--- src/rtl/adc_axis_pkg.sv ---
// Shared types and width helpers for the ADC-to-AXI4-Stream framer.
package adc_axis_pkg;

    typedef enum logic [1:0] {
        StIdle    = 2'd0,
        StCapture = 2'd1,
        StDone    = 2'd2
    } state_e;

    function automatic int unsigned tdata_width(input int unsigned num_ch,
                                                input int unsigned sample_width,
                                                input int unsigned samples_per_beat);
        return num_ch * sample_width * samples_per_beat;
    endfunction

    // Occupancy counter must be able to represent a completely full FIFO.
    function automatic int unsigned count_width(input int unsigned depth);
        return $clog2(depth) + 1;
    endfunction

endpackage

--- src/rtl/adc_axis_framer_fifo.sv ---
// First-word fall-through FIFO for {tuser, tlast, tdata} beats with occupancy count.
module adc_axis_framer_fifo
    import adc_axis_pkg::*;
#(
    parameter int unsigned Width = 66,
    parameter int unsigned Depth = 16,
    localparam int unsigned CntW = count_width(Depth)
) (
    input  logic             aclk,
    input  logic             aresetn,
    input  logic             wr_valid,
    input  logic [Width-1:0] wr_data,
    input  logic             rd_ready,
    output logic             rd_valid,
    output logic [Width-1:0] rd_data,
    output logic [CntW-1:0]  count
);

    localparam int unsigned PtrW = $clog2(Depth);

    logic [Width-1:0] mem_q [Depth];
    logic [PtrW-1:0]  wr_ptr_q, wr_ptr_d;
    logic [PtrW-1:0]  rd_ptr_q, rd_ptr_d;
    logic [CntW-1:0]  count_q, count_d;
    logic             wr_en;
    logic             rd_en;

    always_comb begin
        wr_en    = wr_valid && (count_q != CntW'(Depth));
        rd_en    = rd_ready && (count_q != '0);
        wr_ptr_d = wr_en ? wr_ptr_q + PtrW'(1) : wr_ptr_q;
        rd_ptr_d = rd_en ? rd_ptr_q + PtrW'(1) : rd_ptr_q;
        count_d  = count_q;
        case ({wr_en, rd_en})
            2'b10:   count_d = count_q + CntW'(1);
            2'b01:   count_d = count_q - CntW'(1);
            default: count_d = count_q;
        endcase
    end

    always_ff @(posedge aclk or negedge aresetn) begin
        if (!aresetn) begin
            wr_ptr_q <= '0;
            rd_ptr_q <= '0;
            count_q  <= '0;
        end else begin
            wr_ptr_q <= wr_ptr_d;
            rd_ptr_q <= rd_ptr_d;
            count_q  <= count_d;
        end
    end

    always_ff @(posedge aclk) begin
        if (wr_en) begin
            mem_q[wr_ptr_q] <= wr_data;
        end
    end

    // Output forced to zero when empty so tdata/tlast/tuser read 0 with tvalid low.
    always_comb begin
        rd_valid = (count_q != '0);
        rd_data  = rd_valid ? mem_q[rd_ptr_q] : '0;
        count    = count_q;
    end

endmodule

--- src/rtl/adc_axis_framer.sv ---
// Packs parallel ADC samples into AXI4-Stream beats, cuts frames of programmable length and
// drops beats on overflow without ever leaving a frame unterminated in the stream.
module adc_axis_framer
    import adc_axis_pkg::*;
#(
    parameter int unsigned NUM_CH           = 2,
    parameter int unsigned SAMPLE_WIDTH     = 16,
    parameter int unsigned SAMPLES_PER_BEAT = 2,
    parameter int unsigned FIFO_DEPTH       = 16,
    parameter int unsigned FRAME_LEN_WIDTH  = 16,
    localparam int unsigned TDATA_WIDTH = tdata_width(NUM_CH, SAMPLE_WIDTH, SAMPLES_PER_BEAT)
) (
    input  logic                           aclk,
    input  logic                           aresetn,
    input  logic [NUM_CH*SAMPLE_WIDTH-1:0] s_sample_data,
    input  logic                           s_sample_valid,
    input  logic                           capture_enable,
    input  logic                           single_shot,
    input  logic [FRAME_LEN_WIDTH-1:0]     frame_len,
    input  logic                           clear_status,
    output logic [TDATA_WIDTH-1:0]         m_axis_tdata,
    output logic                           m_axis_tvalid,
    input  logic                           m_axis_tready,
    output logic                           m_axis_tlast,
    output logic [TDATA_WIDTH/8-1:0]       m_axis_tkeep,
    output logic                           m_axis_tuser,
    output logic                           busy,
    output logic                           overflow,
    output logic [15:0]                    dropped_beats,
    output logic [31:0]                    frame_count
);

    localparam int unsigned LaneW = NUM_CH * SAMPLE_WIDTH;
    localparam int unsigned IdxW  = (SAMPLES_PER_BEAT > 1) ? $clog2(SAMPLES_PER_BEAT) : 1;
    localparam int unsigned CntW  = count_width(FIFO_DEPTH);
    localparam int unsigned FifoW = TDATA_WIDTH + 2;

    state_e                     state_q, state_d;
    logic                       cap_en_q;
    logic                       cap_rise;
    logic                       single_shot_q, single_shot_d;
    logic [FRAME_LEN_WIDTH-1:0] frame_len_q, frame_len_d;
    logic [FRAME_LEN_WIDTH-1:0] eff_len;
    logic [FRAME_LEN_WIDTH-1:0] beat_cnt_q, beat_cnt_d;
    logic [IdxW-1:0]            samp_idx_q, samp_idx_d;
    logic [TDATA_WIDTH-1:0]     acc_q, acc_d;

    // Staging register between packer and FIFO; the drop decision is made here.
    logic                       stg_valid_q, stg_valid_d;
    logic                       stg_last_q, stg_last_d;
    logic [TDATA_WIDTH-1:0]     stg_data_q, stg_data_d;

    logic                       err_q, err_d;
    logic                       overflow_q, overflow_d;
    logic [15:0]                dropped_q, dropped_d;
    logic [31:0]                frame_count_q, frame_count_d;

    logic                       can_write;
    logic                       fifo_wr;
    logic                       drop;
    logic [FifoW-1:0]           fifo_wdata;
    logic [FifoW-1:0]           fifo_rdata;
    logic [CntW-1:0]            fifo_count;

    always_comb begin
        cap_rise = capture_enable && !cap_en_q;
        eff_len  = (frame_len == '0) ? FRAME_LEN_WIDTH'(1) : frame_len;
    end

    always_comb begin
        state_d       = state_q;
        single_shot_d = single_shot_q;
        frame_len_d   = frame_len_q;
        beat_cnt_d    = beat_cnt_q;
        samp_idx_d    = samp_idx_q;
        acc_d         = acc_q;
        stg_valid_d   = 1'b0;
        stg_last_d    = 1'b0;
        stg_data_d    = stg_data_q;
        unique case (state_q)
            StIdle: begin
                if (cap_rise) begin
                    state_d       = StCapture;
                    single_shot_d = single_shot;
                    frame_len_d   = eff_len;
                    beat_cnt_d    = '0;
                    samp_idx_d    = '0;
                end
            end
            StCapture: begin
                if (s_sample_valid) begin
                    for (int k = 0; k < int'(SAMPLES_PER_BEAT); k++) begin
                        if (samp_idx_q == IdxW'(k)) begin
                            acc_d[k*LaneW +: LaneW] = s_sample_data;
                        end
                    end
                    if (samp_idx_q == IdxW'(SAMPLES_PER_BEAT - 1)) begin
                        samp_idx_d  = '0;
                        stg_valid_d = 1'b1;
                        stg_data_d  = acc_d;
                        stg_last_d  = (beat_cnt_q == frame_len_q - FRAME_LEN_WIDTH'(1));
                        if (stg_last_d) begin
                            beat_cnt_d = '0;
                            if (!capture_enable || single_shot_q) begin
                                state_d = StDone;
                            end else begin
                                frame_len_d = eff_len;
                            end
                        end else begin
                            beat_cnt_d = beat_cnt_q + FRAME_LEN_WIDTH'(1);
                        end
                    end else begin
                        samp_idx_d = samp_idx_q + IdxW'(1);
                    end
                end
            end
            StDone: begin
                state_d = StIdle;
            end
            default: begin
                state_d = StIdle;
            end
        endcase
    end

    // A last beat may take the final slot; non-last beats must leave it free.
    always_comb begin
        can_write  = stg_last_q ? (fifo_count != CntW'(FIFO_DEPTH))
                                : (fifo_count < CntW'(FIFO_DEPTH - 1));
        fifo_wr    = stg_valid_q && can_write;
        drop       = stg_valid_q && !can_write;
        fifo_wdata = {err_q & stg_last_q, stg_last_q, stg_data_q};

        err_d = err_q;
        if (stg_valid_q && stg_last_q) begin
            err_d = 1'b0;
        end else if (drop) begin
            err_d = 1'b1;
        end

        overflow_d = overflow_q;
        dropped_d  = dropped_q;
        if (drop) begin
            overflow_d = 1'b1;
            if (clear_status) begin
                dropped_d = 16'd1;
            end else if (dropped_q != 16'hFFFF) begin
                dropped_d = dropped_q + 16'd1;
            end
        end else if (clear_status) begin
            overflow_d = 1'b0;
            dropped_d  = '0;
        end

        frame_count_d = frame_count_q;
        if (m_axis_tvalid && m_axis_tready && m_axis_tlast) begin
            frame_count_d = frame_count_q + 32'd1;
        end
    end

    always_ff @(posedge aclk or negedge aresetn) begin
        if (!aresetn) begin
            state_q       <= StIdle;
            cap_en_q      <= 1'b0;
            single_shot_q <= 1'b0;
            frame_len_q   <= FRAME_LEN_WIDTH'(1);
            beat_cnt_q    <= '0;
            samp_idx_q    <= '0;
            acc_q         <= '0;
            stg_valid_q   <= 1'b0;
            stg_last_q    <= 1'b0;
            stg_data_q    <= '0;
            err_q         <= 1'b0;
            overflow_q    <= 1'b0;
            dropped_q     <= '0;
            frame_count_q <= '0;
        end else begin
            state_q       <= state_d;
            cap_en_q      <= capture_enable;
            single_shot_q <= single_shot_d;
            frame_len_q   <= frame_len_d;
            beat_cnt_q    <= beat_cnt_d;
            samp_idx_q    <= samp_idx_d;
            acc_q         <= acc_d;
            stg_valid_q   <= stg_valid_d;
            stg_last_q    <= stg_last_d;
            stg_data_q    <= stg_data_d;
            err_q         <= err_d;
            overflow_q    <= overflow_d;
            dropped_q     <= dropped_d;
            frame_count_q <= frame_count_d;
        end
    end

    adc_axis_framer_fifo #(
        .Width (FifoW),
        .Depth (FIFO_DEPTH)
    ) u_fifo (
        .aclk     (aclk),
        .aresetn  (aresetn),
        .wr_valid (fifo_wr),
        .wr_data  (fifo_wdata),
        .rd_ready (m_axis_tready),
        .rd_valid (m_axis_tvalid),
        .rd_data  (fifo_rdata),
        .count    (fifo_count)
    );

    always_comb begin
        m_axis_tuser  = fifo_rdata[FifoW-1];
        m_axis_tlast  = fifo_rdata[FifoW-2];
        m_axis_tdata  = fifo_rdata[TDATA_WIDTH-1:0];
        m_axis_tkeep  = '1;
        busy          = (state_q != StIdle);
        overflow      = overflow_q;
        dropped_beats = dropped_q;
        frame_count   = frame_count_q;
    end

endmodule

--- config.mk ---
export PLATFORM = sky130hd
export DESIGN_NAME = adc_axis_framer
export DESIGN_NICKNAME = d
export VERILOG_FILES = /design/src/rtl/adc_axis_pkg.sv /design/src/rtl/adc_axis_framer_fifo.sv /design/src/rtl/adc_axis_framer.sv
export SDC_FILE = /design/constraint.sdc
export NUM_CORES = 2
export LEC_CHECK = 0
export ABC_AREA = 1
export ABC_CLOCK_PERIOD_IN_PS = 9910
export CELL_PAD_IN_SITES_DETAIL_PLACEMENT = 0
export CELL_PAD_IN_SITES_GLOBAL_PLACEMENT = 1
export CORE_MARGIN = 2
export CORE_UTILIZATION = 53
export CTS_CLUSTER_SIZE = 28
export DETAILED_ROUTE_END_ITERATION = 8
export PLACE_DENSITY = 0.83
export SYNTH_ARGS = -nofsm -noshare
export SYNTH_HDL_FRONTEND = slang
export SYNTH_HIERARCHICAL = 1
export SYNTH_SLANG_ARGS = --single-unit
--- constraint.sdc ---
create_clock -name aclk -period 9.91 [get_ports aclk]
set_clock_uncertainty 0.2 [all_clocks]
set_input_delay 2.973 -clock aclk [delete_from_list [all_inputs] [get_ports aclk]]
set_output_delay 2.973 -clock aclk [all_outputs]
set_load 0.02 [all_outputs]
* Word level (Yosys, flattened, before mapping)
Memories as Yosys holds them, arrays and structs flattened.
Cells that the tools add are included.
** Word-level totals
- Register bits after elaboration :: 230
- RAM bits :: 1056
- Output and inout bits :: 125
- Word-level logic and storage cells :: 112
- Memories kept :: 1
** Operators by class
- Add/sub/neg operators :: 9
- Order comparisons :: 1
- Equal/unequal tests :: 12
- Multiplexer cells :: 43
- Bitwise operators :: 1
- Reductions and logical operators :: 28
** Memory list
- u_fifo.mem_q :: depth 16, bits a word 66, read ports 1, clocked after memory_dff 0, wr ports 1, RTL line adc_axis_framer_fifo.sv:21 : logic [Width-1:0] mem_q [Depth];
** Operator list (count)
- 2-to-1 mux 16 bit :: 14
- 2-to-1 mux 66 bit :: 1
- 2-to-1 mux 32 bit :: 2
- one-hot mux 16 bit (2 select lines) :: 2
- adder 16 x 1 -> 16 bit (second input constant) :: 2
- adder 32 x 1 -> 32 bit (second input constant) :: 1
- == test 16 bit :: 1
- zero test 16 bit :: 1
- 2-to-1 mux 1 bit :: 16
- != test 16 bit (second input constant) :: 1
- subtractor 16 x 1 -> 16 bit (second input constant) :: 1
- != test 2 bit (second input constant) :: 6
- nonzero test 2 bit :: 6
- 2-to-1 mux 2 bit :: 5
- one-hot mux 5 bit (2 select lines) :: 1
- adder 4 x 1 -> 4 bit (second input constant) :: 2
- logical AND 1 bit :: 7
- AND reduction 2 bit :: 3
- AND reduction 3 bit :: 2
- AND reduction 6 bit :: 1
- adder 5 x 1 -> 5 bit (second input constant) :: 1
- less-than comparator 5 x 4 -> 1 bit (second input constant) :: 1
- != test 5 bit (second input constant) :: 1
- AND reduction 5 bit :: 1
- other kinds (12) :: 15

* Longest topological paths before layout
- Depth after elaboration :: 7
- Depth in mapped cells :: 22
- Depth with buffers taken out :: 19

* By module
Netlist, hierarchy kept.
** By module, submodules not included
- adc_axis_framer_fifo :: instances 1, cells an instance 4238, area each 45645.0 um^2, sequential area each 32035.7 um^2
- adc_axis_framer :: instances 1, cells an instance 1043, area each 8818.5 um^2, sequential area each 4630.7 um^2

* Worst setup path before layout
OpenSTA, ideal clock, no wires.
- Path kind :: register to register
- Start :: register stg_last_q
- End :: memory u_fifo.mem_q[10][0] (enable)
- Data arrival time :: 5763 ps
- Setup slack :: 3376 ps
- Cell stages (with the launch flop) :: 6
- Buffers on the path :: 1
- Cell sequence :: dfrtp_1 > o41ai_1 > a21oi_1 > nand2_1 > buf_2 > nor3_1
** On the way
- Longest elaborated chain between the ends :: 5
** RTL lines
- start, declared :: RTL line adc_axis_framer.sv:50 : logic stg_last_q, stg_last_d;
- start signal, assigned :: RTL line adc_axis_framer.sv:186 : stg_last_q <= stg_last_d;
- 2-to-1 mux 1 bit :: RTL line adc_axis_framer.sv:128 : can_write = stg_last_q ? (fifo_count != CntW'(FIFO_DEPTH))
- logical AND 1 bit :: RTL line adc_axis_framer.sv:130 : fifo_wr = stg_valid_q && can_write;
- net fifo_wr :: RTL line adc_axis_framer.sv:59 : logic fifo_wr;
- logical AND 1 bit :: RTL line adc_axis_framer_fifo.sv:29 : wr_en = wr_valid && (count_q != CntW'(Depth));
- 2-to-1 mux 1 bit :: RTL line adc_axis_framer_fifo.sv:54 : if (wr_en) begin
- 2-to-1 mux 1 bit (implied by the code) :: RTL line adc_axis_framer_fifo.sv:55 : mem_q[wr_ptr_q] <= wr_data;
- end, declared :: RTL line adc_axis_framer_fifo.sv:21
The timed path passes the listed nets, and every way through them passes these cells.

* Worst setup path in the final report
- Start :: register u_fifo.rd_ptr_q[0]
- End :: output port m_axis_tdata[24]
** On the way
- Longest elaborated chain between the ends :: 2
** RTL lines
- start, declared :: RTL line adc_axis_framer_fifo.sv:23 : logic [PtrW-1:0] rd_ptr_q, rd_ptr_d;
- start signal, assigned :: RTL line adc_axis_framer_fifo.sv:48 : rd_ptr_q <= rd_ptr_d;
- memory (16 x 66 bit)
- 2-to-1 mux 66 bit :: RTL line adc_axis_framer_fifo.sv:62 : rd_data = rd_valid ? mem_q[rd_ptr_q] : '0;
- end, declared :: RTL line adc_axis_framer.sv:21 : output logic [TDATA_WIDTH-1:0] m_axis_tdata,
Every way passes these cells.

==> results.sh <==
export IMPL_status="complete, no violations"
export IMPL_setup_slack_ps=1660
export IMPL_cts_max_level=4
export IMPL_timing_rr_start="u_fifo/rd_ptr_q[1]$_DFFE_PN0P_"
export IMPL_r2r_setup_slack_ps=4520
export IMPL_grt_max_degree=234
export IMPL_drv_cap=0
export IMPL_globalRouteMet2Util=0.431
export IMPL_worstPathCellList="buf_12 > buf_4 > nand2_1 > nand2_1 > nand2_1 > nand3_1 > nand3_1 > a21oi_1 > clkdlybuf4s50_1"
export IMPL_gp_congestion=0.825
export IMPL_report_final_slew_viol_count=0
export IMPL_place_area_um2=56900
export IMPL_crit_path_end="m_axis_tdata[24]"
export IMPL_grtUsageMet3=0.0567
export IMPL_hold_viol=0
export IMPL_core_area_um2=102000
export IMPL_hold_class="flip-flop to flip-flop"
export IMPL_synthCells=5281
export IMPL_async_flop_share=0.158
export IMPL_fin_tns_setup_ps=0
export IMPL_drtAntennaViolNets=0
export IMPL_busiest_layer="met2"
export IMPL_mostFrequentLayoutCell="nand2_1"
export IMPL_die_x_um=325
export IMPL_dp_hpwl_um=73500
export IMPL_wl_um=143000
export IMPL_rsz0062_at_grt="no"
export IMPL_avgRoutedWirePerCell_um=20.8
export IMPL_holdWs_ps=286
export IMPL_power_density_nw_per_um2=295
export IMPL_final_cell_mix="nand2_1, edfxtp_1, nand3_1"
export IMPL_fp_row_count=117
export IMPL_setup_viol=0
export IMPL_required_ps=6740
export IMPL_dieArea_um2=105000
export IMPL_grt_pass1_vias=35600
export IMPL_period_minus_slack_ps=8250
export IMPL_cts_sinks=1254
export IMPL_start_util=0.535
export IMPL_r2r_cells=18
export IMPL_slew_headroom=0.153
export IMPL_path_class="flip-flop to output port"
export IMPL_placed_cells=6621
export IMPL_critPathCaptureType="output port"
export IMPL_track_usage=0.272
export IMPL_tightest_slew_ps=1270
export IMPL_power_mw=18.1
export IMPL_pre_cts_ws_ps=2470
export IMPL_die_h_um=325
export IMPL_seq_area_frac_synth=0.673
export IMPL_max_freq_mhz=121
export IMPL_post_route_period_util=0.833
export IMPL_cts_buffers=132
export IMPL_post_cts_resized=0
export IMPL_num_nets_final=5455
export IMPL_path_common_cell="nand2_1"
export IMPL_synth_seq_cells=1254
export IMPL_crit_path_max_fanout=205
export IMPL_synth_area_um2=54500
export IMPL_ios=180
export IMPL_syn_to_final_growth_pct=12.2
export IMPL_ctsHoldBuffers=0
export IMPL_synth_enable_flop_cells=1056
export IMPL_drive_gt1_frac=0.0564
export IMPL_tritoncts="built"
export IMPL_timing_rr_end="frame_count[30]$_DFFE_PN0P_"
export IMPL_power_leakage_nw=25.7
export IMPL_overflow=0
export IMPL_vdd_drop_max_v=0.000355
export IMPL_cp_arrival_ps=5080
export IMPL_drt_initial_drc_count=4123
export IMPL_fin_util=0.600
export IMPL_synth_flop_cell="edfxtp_1"
export IMPL_stdcell_area_um2=61100
export IMPL_crit_start="u_fifo/rd_ptr_q[0]$_DFFE_PN0P_"
export IMPL_grt_use_met1=0.375
export IMPL_cts_buffer_depth=3
export IMPL_clk_pin_slew_ps=60
export IMPL_syn_area_per_cell_um2=10.3
export IMPL_cpPeakStageDelay_ps=920
export IMPL_final_cells=6864
export IMPL_cts_setup_buffers=0
export IMPL_grt_pass1_wl_um=216000
export IMPL_crit_path_start_kind="flip-flop"
export IMPL_drc=0
export IMPL_numPortBuffers=171
export IMPL_worst_skew_pair_late_latency_ps=740
export IMPL_via_per_inst=5.40
export IMPL_antenna_found_initial=4
export IMPL_num_antenna_cells=0
export IMPL_crit_path_top_delay_cell="buf_4"
export IMPL_vias=37100
export IMPL_cts_root_buf="clkbuf_16"
export IMPL_yosysWarnings=6
export IMPL_synth_cell_type_count=51
export IMPL_firstDrtPassIters=6
==> worst max-delay path, delay by kind of cell (launching register included) <==
family	cells	cell delay, ps
flip-flops	1	910
AO/OA/AOI/OAI	1	310
buffers and inverters	3	2350
AND/OR/NAND/NOR	5	530
==> synthesized netlist by cell type, types with 40 or more instances <==
library cell	count	area share
o21ai_0	54	0.0050
xor2_1	44	0.0071
nand2_1	1913	0.13
nand4_1	40	0.0046
nand3_1	700	0.064
inv_1	636	0.044
dfrtp_1	197	0.091
edfxtp_1	1056	0.58
a21oi_1	106	0.0097
buf_6	62	0.013
nor2_1	118	0.0081
buf_2	135	0.012
==> power by group <==
group          internal, mW  switching, mW  leakage (nW)
registers              6.61          0.846          12.1
clock network          2.85           2.01          2.09
logic                  1.85           3.89          11.6
==> worst min path at each step <==
stage | start | end | slack (ps) | cells after the start
3_5_place_dp | frame_count[31]$_DFFE_PN0P_ | frame_count[31]$_DFFE_PN0P_ | 270 | 1
4_1_cts | frame_count[31]$_DFFE_PN0P_ | frame_count[31]$_DFFE_PN0P_ | 280 | 1
3_3_place_gp | frame_count[31]$_DFFE_PN0P_ | frame_count[31]$_DFFE_PN0P_ | 270 | 1
2_1_floorplan | stg_valid_q$_DFF_PN0_ | err_q$_DFFE_PN0P_ | 240 | 1
6_report | frame_len_q[0]$_DFFE_PN1P_ | frame_len_q[0]$_DFFE_PN1P_ | 290 | 2
5_1_grt | frame_len_q[0]$_DFFE_PN1P_ | frame_len_q[0]$_DFFE_PN1P_ | 300 | 2
==> state kept, by name, summed over array words and instances (netlist names) <==
register	flops
overflow	1
stg_last_q	1
stg_data_q	64
u_fifo/rd_ptr_q	4
u_fifo/count	5
u_fifo/wr_ptr_q	4
cap_en_q	1
samp_idx_q	1
stg_valid_q	1
acc_q	32
dropped_beats	16
u_fifo/mem_q	1056
frame_count	32
err_q	1
beat_cnt_q	16
single_shot_q	1
state_q	2
frame_len_q	16
==> metal layers <==
metal | vias to the layer above | routed length, um | share of wire
li1 | 17400 | - | -
met4 | 2 | 4300 | 0.030
met3 | 246 | 12600 | 0.088
met1 | 17800 | 59900 | 0.42
met2 | 1522 | 65900 | 0.46
met5 | - | 11 | 0.000077
==> cells by family (layout without fill, tap and decap cells) <==
family / Yosys count / count (layout) / share of synthesized area
XOR/XNOR: 72 / 72 / 0.0117
multiplexers: 2 / 2 / 0.000413
AND/OR/NAND/NOR: 2853 / 2853 / 0.219
adder cells (fa/ha/maj): 13 / 13 / 0.00299
flip-flops: 1254 / 1254 / 0.673
other: 1 / 8 / 0.0000689
AO/OA/AOI/OAI: 173 / 173 / 0.0164
buffers and inverters: 913 / 1121 / 0.0757
==> area by class of cell <==
cell class / count / area, um2
sequential: 1254 / 36700
tap: 1368 / 1710
clock buffer: 190 / 3780
multi-input combinational: 3121 / 13800
fill: 8412 / 40800
inverter: 646 / 2460
clock inverter: 53 / 497
timing repair buffer: 232 / 2200
No activity file was read; power rests on OpenSTA's default activity.
